[src/rtl/irb_extmem_arbiter.sv]
// Round-robin owner arbiter for the shared external-memory port.
// Ports: per-requester req/wr/addr/wdata/rel in, valid out; memory side out; grant/status out.
module irb_extmem_arbiter #(
  parameter int NREQ    = 4,
  parameter int AW      = 32,
  parameter int DW      = 32,
  parameter int TIMEOUT = 0
) (
  input  logic                    clk,
  input  logic                    rst,
  input  logic [NREQ-1:0]         req_i,
  input  logic [NREQ-1:0]         wr_i,
  input  logic [NREQ*AW-1:0]      addr_i,
  input  logic [NREQ*DW-1:0]      wdata_i,
  input  logic [NREQ-1:0]         rel_i,
  output logic [NREQ-1:0]         valid_o,
  output logic [DW-1:0]           rdata_o,
  output logic                    request_extmem,
  output logic                    write_extmem,
  output logic [AW-1:0]           addr_extmem,
  output logic [DW-1:0]           w_data,
  input  logic                    valid_extmem,
  input  logic [DW-1:0]           data_extmem,
  output logic [NREQ-1:0]         gnt_o,
  output logic [$clog2(NREQ)-1:0] owner_o,
  output logic                    busy,
  output logic                    timeout_err,
  output logic [$clog2(NREQ)-1:0] timeout_id
);

  localparam int IW = $clog2(NREQ);
  localparam int CW = (TIMEOUT > 0) ? $clog2(TIMEOUT + 1) : 1;

  typedef enum logic [1:0] {IDLE, OWN, GAP} state_t;

  state_t          state, state_n;
  logic [NREQ-1:0] gnt_n;
  logic [IW-1:0]   owner_n, rr_ptr, rr_n, tid_n, pick;
  logic [CW-1:0]   idle_cnt, idle_n;
  logic [NREQ-1:0] rot;
  logic [IW:0]     sum;
  logic            found, owned, owned_n, terr_n;
  logic            oreq, expire;

  assign oreq    = req_i[owner_o];
  assign rdata_o = data_extmem;
  assign busy    = (state != IDLE);

  // Only idle owner cycles count; the idle_cnt+1 term fires on the
  // TIMEOUT-th consecutive idle cycle.
  assign expire = (TIMEOUT > 0) && !oreq &&
                  (idle_cnt + 1'b1 == CW'(TIMEOUT));

  // Rotate requests so bit 0 is rr_ptr; lowest set bit wins.
  always_comb begin
    rot   = NREQ'({req_i, req_i} >> rr_ptr);
    found = |req_i;
    pick  = '0;
    sum   = '0;
    for (int i = NREQ - 1; i >= 0; i--) begin
      if (rot[i]) begin
        sum = {1'b0, rr_ptr} + (IW+1)'(i);
        if (sum >= (IW+1)'(NREQ))
          sum = sum - (IW+1)'(NREQ);
        pick = sum[IW-1:0];
      end
    end
  end

  always_comb begin
    state_n = state;
    gnt_n   = gnt_o;
    owner_n = owner_o;
    rr_n    = rr_ptr;
    idle_n  = idle_cnt;
    terr_n  = timeout_err;
    tid_n   = timeout_id;
    owned_n = owned;
    unique case (state)
      IDLE: begin
        idle_n = '0;
        if (found) begin
          state_n = OWN;
          gnt_n   = NREQ'(1) << pick;
          owner_n = pick;
          owned_n = 1'b1;
        end
      end
      OWN: begin
        idle_n = oreq ? '0 : idle_cnt + 1'b1;
        if (rel_i[owner_o] || expire) begin
          state_n = GAP;
          gnt_n   = '0;
          idle_n  = '0;
          rr_n    = (owner_o == IW'(NREQ - 1)) ?
                    '0 : owner_o + 1'b1;
          if (expire) begin
            terr_n = 1'b1;
            tid_n  = owner_o;
          end
        end
      end
      GAP: state_n = IDLE;
      default: state_n = IDLE;
    endcase
  end

  always_ff @(posedge clk) begin
    if (rst) begin
      state       <= IDLE;
      gnt_o       <= '0;
      owner_o     <= '0;
      rr_ptr      <= '0;
      idle_cnt    <= '0;
      timeout_err <= 1'b0;
      timeout_id  <= '0;
      owned       <= 1'b0;
    end else begin
      state       <= state_n;
      gnt_o       <= gnt_n;
      owner_o     <= owner_n;
      rr_ptr      <= rr_n;
      idle_cnt    <= idle_n;
      timeout_err <= terr_n;
      timeout_id  <= tid_n;
      owned       <= owned_n;
    end
  end

  // Request side is gated by rst so nothing leaks in the reset cycle.
  always_comb begin
    request_extmem = 1'b0;
    write_extmem   = 1'b0;
    valid_o        = '0;
    if (state == OWN && !rst) begin
      request_extmem   = oreq;
      write_extmem     = oreq & wr_i[owner_o];
      valid_o[owner_o] = valid_extmem;
    end
  end

  // Address/data keep following the last owner's slice after release.
  always_comb begin
    addr_extmem = '0;
    w_data      = '0;
    if (owned) begin
      addr_extmem = addr_i[int'(owner_o) * AW +: AW];
      w_data      = wdata_i[int'(owner_o) * DW +: DW];
    end
  end

endmodule

[config.mk]
export PLATFORM = sky130hd
export DESIGN_NAME = irb_extmem_arbiter
export DESIGN_NICKNAME = d
export VERILOG_FILES = /design/src/rtl/irb_extmem_arbiter.sv
export SDC_FILE = /design/constraint.sdc
export NUM_CORES = 1
export LEC_CHECK = 0
export ABC_AREA = 1
export ABC_CLOCK_PERIOD_IN_PS = 2100
export CAP_MARGIN = 20
export CORE_AREA = 2 2 160 162
export DETAILED_ROUTE_END_ITERATION = 10
export DIE_AREA = 0 0 162 164
export GPL_TIMING_DRIVEN = 1
export PLACE_DENSITY = 0.59
export SLEW_MARGIN = 15
export SYNTH_ARGS = -nofsm -noshare
export SYNTH_HDL_FRONTEND = slang
export SYNTH_SLANG_ARGS = --single-unit
[constraint.sdc]
create_clock -name clk -period 2.1 [get_ports clk]
set_input_delay 0.42 -clock clk [delete_from_list [all_inputs] [get_ports clk]]
set_output_delay 0.42 -clock clk [all_outputs]
set_load 0.02 [all_outputs]
After elaboration in Yosys (flattened, before gate mapping)
Index checks and enable logic that the tools add are counted.

storage, ports and cells
  output and inout bits = 112
  register bits = 11
  input port bits = 303
  word-level logic and storage cells = 68

operators by class
  shift-type cells = 4
  reduce and logical (&&, ||, !) cells = 11
  muxes and demuxes = 28
  equal/unequal tests = 4
  magnitude comparators = 6
  bitwise logic cells = 2
  $add $sub $neg = 8

operators by type and width
  kind                                                                           count
  128-bit by 8-bit indexed part select with 32-bit output                        2
  32-bit 2-to-1 mux                                                              2
  2-bit 2-to-1 mux                                                               11
  4-bit 2-to-1 mux                                                               3
  3-bit >= comparator (second input constant)                                    3
  4-bit one-hot mux with 2 select lines                                          1
  8-bit by 2-bit right shift with 4-bit output                                   1
  2-bit by 1-bit subtractor with 2-bit output (second input constant)            4
  2-bit by 2-bit adder with 3-bit output (second input constant)                 2
  1-bit binary-select mux with 2-bit select                                      3
  1-bit 2-to-1 mux                                                               6
  2-bit AND reduction                                                            3
  4-bit AND                                                                      1
  2-bit inequality test (second input constant)                                  2
  2-bit one-hot mux with 2 select lines                                          1
  2-bit nonzero test                                                             2
  4-bit OR reduction                                                             1
  1-bit by 2-bit left shift with 4-bit output (first input constant)             1
  2-bit by 1-bit adder with 3-bit output (second input constant)                 1
  2-bit by 3-bit >= comparator with 1-bit output (second input constant)         1
  2-bit by 3-bit less-than comparator with 1-bit output (second input constant)  1
  3-bit AND reduction                                                            1
  2-bit by 1-bit adder with 2-bit output (second input constant)                 1
  1-bit demux with 2-bit select                                                  1
  7 further kinds                                                                8

Longest topological paths before layout
  depth after elaboration = 10
  mapped depth = 13
  depth with buffers taken out = 12

Worst setup path before layout
Ideal clock, no wire load.

  path kind = register to output
  from = reg owner_o[1]
  to = out write_extmem
  path slack = 0.006 ns
  arrival = 1.674 ns
  cell stages (with the launch flop) = 9
  data required time = 1.680 ns
  buffers on the path = 2
  cell sequence = dfxtp_1 buf_2 inv_1 buf_2 a21oi_1 o21ai_0 nand2_1 inv_1 a211oi_1

on the way
  longest elaborated chain between the ends = 4
  elaborated cells on any way between the ends = 6
  classes of those cells = mux (5); bitwise (1)

RTL lines
  what                                                          line     RTL
  start: declaration                                            25       output logic [$clog2(NREQ)-1:0] owner_o,
  start signal: assignment                                      121      owner_o <= owner_n;
  1-bit binary-select mux with 2-bit select (on tied branches)  45, 137
  1-bit 2-to-1 mux (on tied branches)                           45, 137
  1-bit AND *                                                   137      write_extmem = oreq & wr_i[owner_o];
  1-bit 2-to-1 mux *                                            135      if (state == OWN && !rst) begin
  end: declaration                                              19       output logic write_extmem,

Mark *: on every way between the ends. The rest lies on a longest branch, timed or not. The select of a mux whose other input is x is not followed.

Final worst setup path
  from = in addr_i[31]
  to = out addr_extmem[31]

on the way
  longest elaborated chain between the ends = 2

RTL lines
  what                                                     line  RTL
  start: declaration                                       13    input logic [NREQ*AW-1:0] addr_i,
  128-bit by 8-bit indexed part select with 32-bit output  147   addr_extmem = addr_i[int'(owner_o) * AW +: AW];
  32-bit 2-to-1 mux                                        146   if (owned) begin
  end: declaration                                         20    output logic [AW-1:0] addr_extmem,

Every way passes these cells.

==> flow_metrics.py <==
metrics = {
    "sta": {
        "slew_headroom_pct": 65.3,
        "fin_ws_ns": -0.0352,
        "clock_skew_ns": 0.00108,
        "fmax_ghz": 0.468,
        "rsz0062_at_grt": "yes",
        "tns_ns": -0.0583,
        "final_max_slew_viol_count": 0,
        "finalCriticalPeriod_ns": 2.14,
        "fin_crit_sh_pct": 102,
        "setup_viol": 3,
        "hold_viol": 0,
        "whs_ns": 0.463,
        "max_slew.worst_pin.slew_ns": 0.521,
    },
    "worst_setup_path": {
        "slowest_delay_ns": 0.53,
        "path_max_fanout": 1,
        "crit_chain": "clkdlybuf4s50_1 > nor2_1 > nor2_1 > o21ai_1 > a21oi_1 > dlygate4sd2_1",
        "critPathLaunchType": "primary input",
        "cp_common_cell": "nor2_1",
        "worstReg2RegEnd": "gnt_o[2]$_SDFFE_PP0P_",
        "reg2reg_depth": 12,
        "r2r_start": "owner_o[0]$_SDFFE_PP0P_",
        "cp-end-kind": "primary output",
        "required_ns": 1.68,
        "crit_type": "in -> out",
        "r2r_slack_ns": 0.31,
        "cp_data_arrival_time_ns": 1.72,
        "slowest_stage": "clkdlybuf4s50_1",
    },
    "logic_synthesis": {
        "synth_area_leaders": "nor2_1, o21ai_0, a21oi_1",
        "synth_commonest_cells": "nor2_1, o21ai_0, a21oi_1, buf_4, nand2_1",
        "yosys_register_bits": 11,
        "synth_ff_type": "dfxtp_1",
        "syn_area_um2": 3310,
        "synth_edf_count": 0,
        "synthArstFlopShare_pct": 0,
        "synth.most_common_cell": "nor2_1",
        "synth.yosys.warnings": 0,
        "postSynthCellCount": 683,
        "synth_top_cell_by_area": "nor2_1",
        "syn_area_per_cell_um2": 4.85,
        "ys_seq_area_share_pct": 6.64,
        "synth_top_area_share_pct": 31.6,
        "yosysUniqueCellTypes": 21,
    },
    "run_status": {
        "outcome": "finished with violations",
        "violations": "negative setup slack",
    },
    "clock_network": {
        "numCtsBuffers": 3,
        "root_buffer": "clkbuf_16",
        "cts_tree": "yes",
        "ctsLongestPathBuffers": 2,
        "cts_sinks": 11,
        "insertion_delay_ns": 0.24,
        "clk_pin_slew_ns": 0.04,
        "cts.htree.levels": 1,
    },
    "die": {
        "core.rowCount": 58,
        "start_util_pct": 13.4,
        "coreArea_um2": 24800,
        "die_w_um": 162,
        "io_pins": 415,
        "dieArea_um2": 26600,
        "die-height_um": 164,
    },
    "min_path": {
        "hold_depth": 2,
        "min_to": "gnt_o[3]$_SDFFE_PP0P_",
        "hp-class": "reg -> reg",
        "worstHoldStart": "gnt_o[3]$_SDFFE_PP0P_",
    },
    "detailed_routing": {
        "drc": 0,
        "wire_per_inst_um": 15.4,
        "vias": 5638,
        "drt-initial-drc-count": 296,
        "wirelength_um": 20800,
        "dr.pass1.iters": 4,
        "ant_nets": 0,
        "vias_per_cell": 4.17,
    },
    "cells_and_area": {
        "instances_no_fill": 1353,
        "syn_to_final_growth_pct": 125,
        "layout-drive-gt1-share_pct": 17.6,
        "n_antenna_cell": 0,
        "finalNetCount": 1331,
        "n_fill_cell": 2830,
    },
    "grt": {
        "antenna_found_initial": 0,
        "grt_first_pass_wirelength_um": 29400,
        "grt_pass1_vias": 5357,
        "track_usage_pct": 14.0,
        "grt_overflow_total": 0,
        "grt_max_degree": 40,
    },
    "pwr": {
        "power_density_nw_per_um2": 742,
        "ir_drop_v": 0.000365,
        "p_leak_uw": 0.00319,
    },
    "place": {
        "gp_congestion": 0.860,
        "portBuffers": 347,
        "dp_hpwl_um": 16000,
        "dp.cells": 1337,
    },
    "run": {
        "max-cap-violations": 0,
    },
}
==> critical path: cells and delay by family <==
| family | cells | cell delay [ns] |
|---|---|---|
| compound gates | 2 | 0.29 |
| simple gates | 2 | 0.13 |
| buf+inv | 2 | 0.88 |
==> placed cells by master, fill, tap and decap left out, types with 2 or more instances in the layout <==
cell / netlist / final
a21oi_1: 73 / 69
a21oi_2: 0 / 4
buf_12: 0 / 13
buf_16: 0 / 4
buf_2: 18 / 37
buf_4: 42 / 75
buf_6: 2 / 5
clkbuf_16: 0 / 6
clkbuf_2: 0 / 4
clkdlybuf4s50_1: 0 / 276
conb_1: 1 / 3
dfxtp_1: 11 / 9
dfxtp_4: 0 / 2
dlygate4sd2_1: 0 / 2
ha_1: 4 / 4
inv_1: 18 / 15
inv_2: 4 / 6
nand2_1: 42 / 42
nand2_2: 5 / 5
nand3_1: 12 / 12
nand3_2: 6 / 6
nor2_1: 279 / 275
nor2_2: 0 / 4
o21ai_0: 136 / 96
o21ai_1: 0 / 35
o21ai_2: 0 / 5
==> state kept, by name, summed over array words and instances (netlist names) <==
register / count
owner_o: 2
owned: 1
state: 2
gnt_o: 4
rr_ptr: 2
==> per-layer routing <==
metal / global-route usage, % / vias to the layer above / wire length [µm]
met5: 0 / - / 0
met4: 3.06 / 0 / 463
met3: 1.59 / 40 / 1180
met2: 26.0 / 222 / 10600
met1: 17.2 / 2513 / 8610
li1: - / 2863 / -
==> logic make-up (layout without fill, tap and decap cells) <==
| group | after synthesis | count (layout) | share of synthesized area, % |
|---|---|---|---|
| AOI/OAI and AO/OA | 211 | 211 | 32.0 |
| adders and majority gates | 4 | 4 | 1.51 |
| buffers and inverters | 111 | 449 | 18.6 |
| DFF | 11 | 11 | 6.64 |
| other | 1 | 3 | 0.113 |
| and+or+nand+nor | 345 | 345 | 41.1 |
==> area by class of cell <==
type                    count  area [µm²]  share of cell area (%)
well taps                 330         413                    5.53
repair buffers            422        4110                    55.0
flip-flops and latches     11         228                    3.05
multi-input cells         563        2530                    33.9
clock buffers               4        78.8                    1.06
inverters                  23         108                    1.44
==> timing repair <==
action / CTS / global route
pin swaps: 2 / 13
cloned: 3 / 3
hold buffers: 0 / 0
setup endpoints to repair: 70 / 46
buffers inserted: 2 / 4
resized for setup: 264 / 91
==> report_power, final <==
group          internal, µW  switching, µW  total [µW]
clock                   254           89.3         344
sequential              266           61.0         327
combinational          2260           2600        4870
==> metrics by stage <==
stage	instance area [µm²]	power (µW)	utilization, %	setup slack (ns)
after CTS	7320	5320	29.5	-0.0601
after global placement	7310	4910	29.5	-0.402
after global routing	7460	6030	30.1	-0.105
after floorplan	3320	2740	-	0.00650
final	7460	5540	30.1	-0.0352
after detailed placement	7310	4920	29.5	-0.389
==> how the worst max path moves through the flow <==
stage | startpoint | endpoint | slack (ns) | cells after the start
floorplan | owner_o[1]$_SDFFE_PP0P_ | write_extmem | 0.006 | 8
global placement | addr_i[31] | addr_extmem[31] | -0.40 | 6
detailed placement | req_i[2] | write_extmem | -0.39 | 8
CTS | owner_o[0]$_SDFFE_PP0P_ | addr_extmem[0] | -0.06 | 8
global route | owner_o[0]$_SDFFE_PP0P_ | addr_extmem[31] | -0.11 | 7
finish | addr_i[31] | addr_extmem[31] | -0.04 | 6
Power figures use the tool's default switching activity.
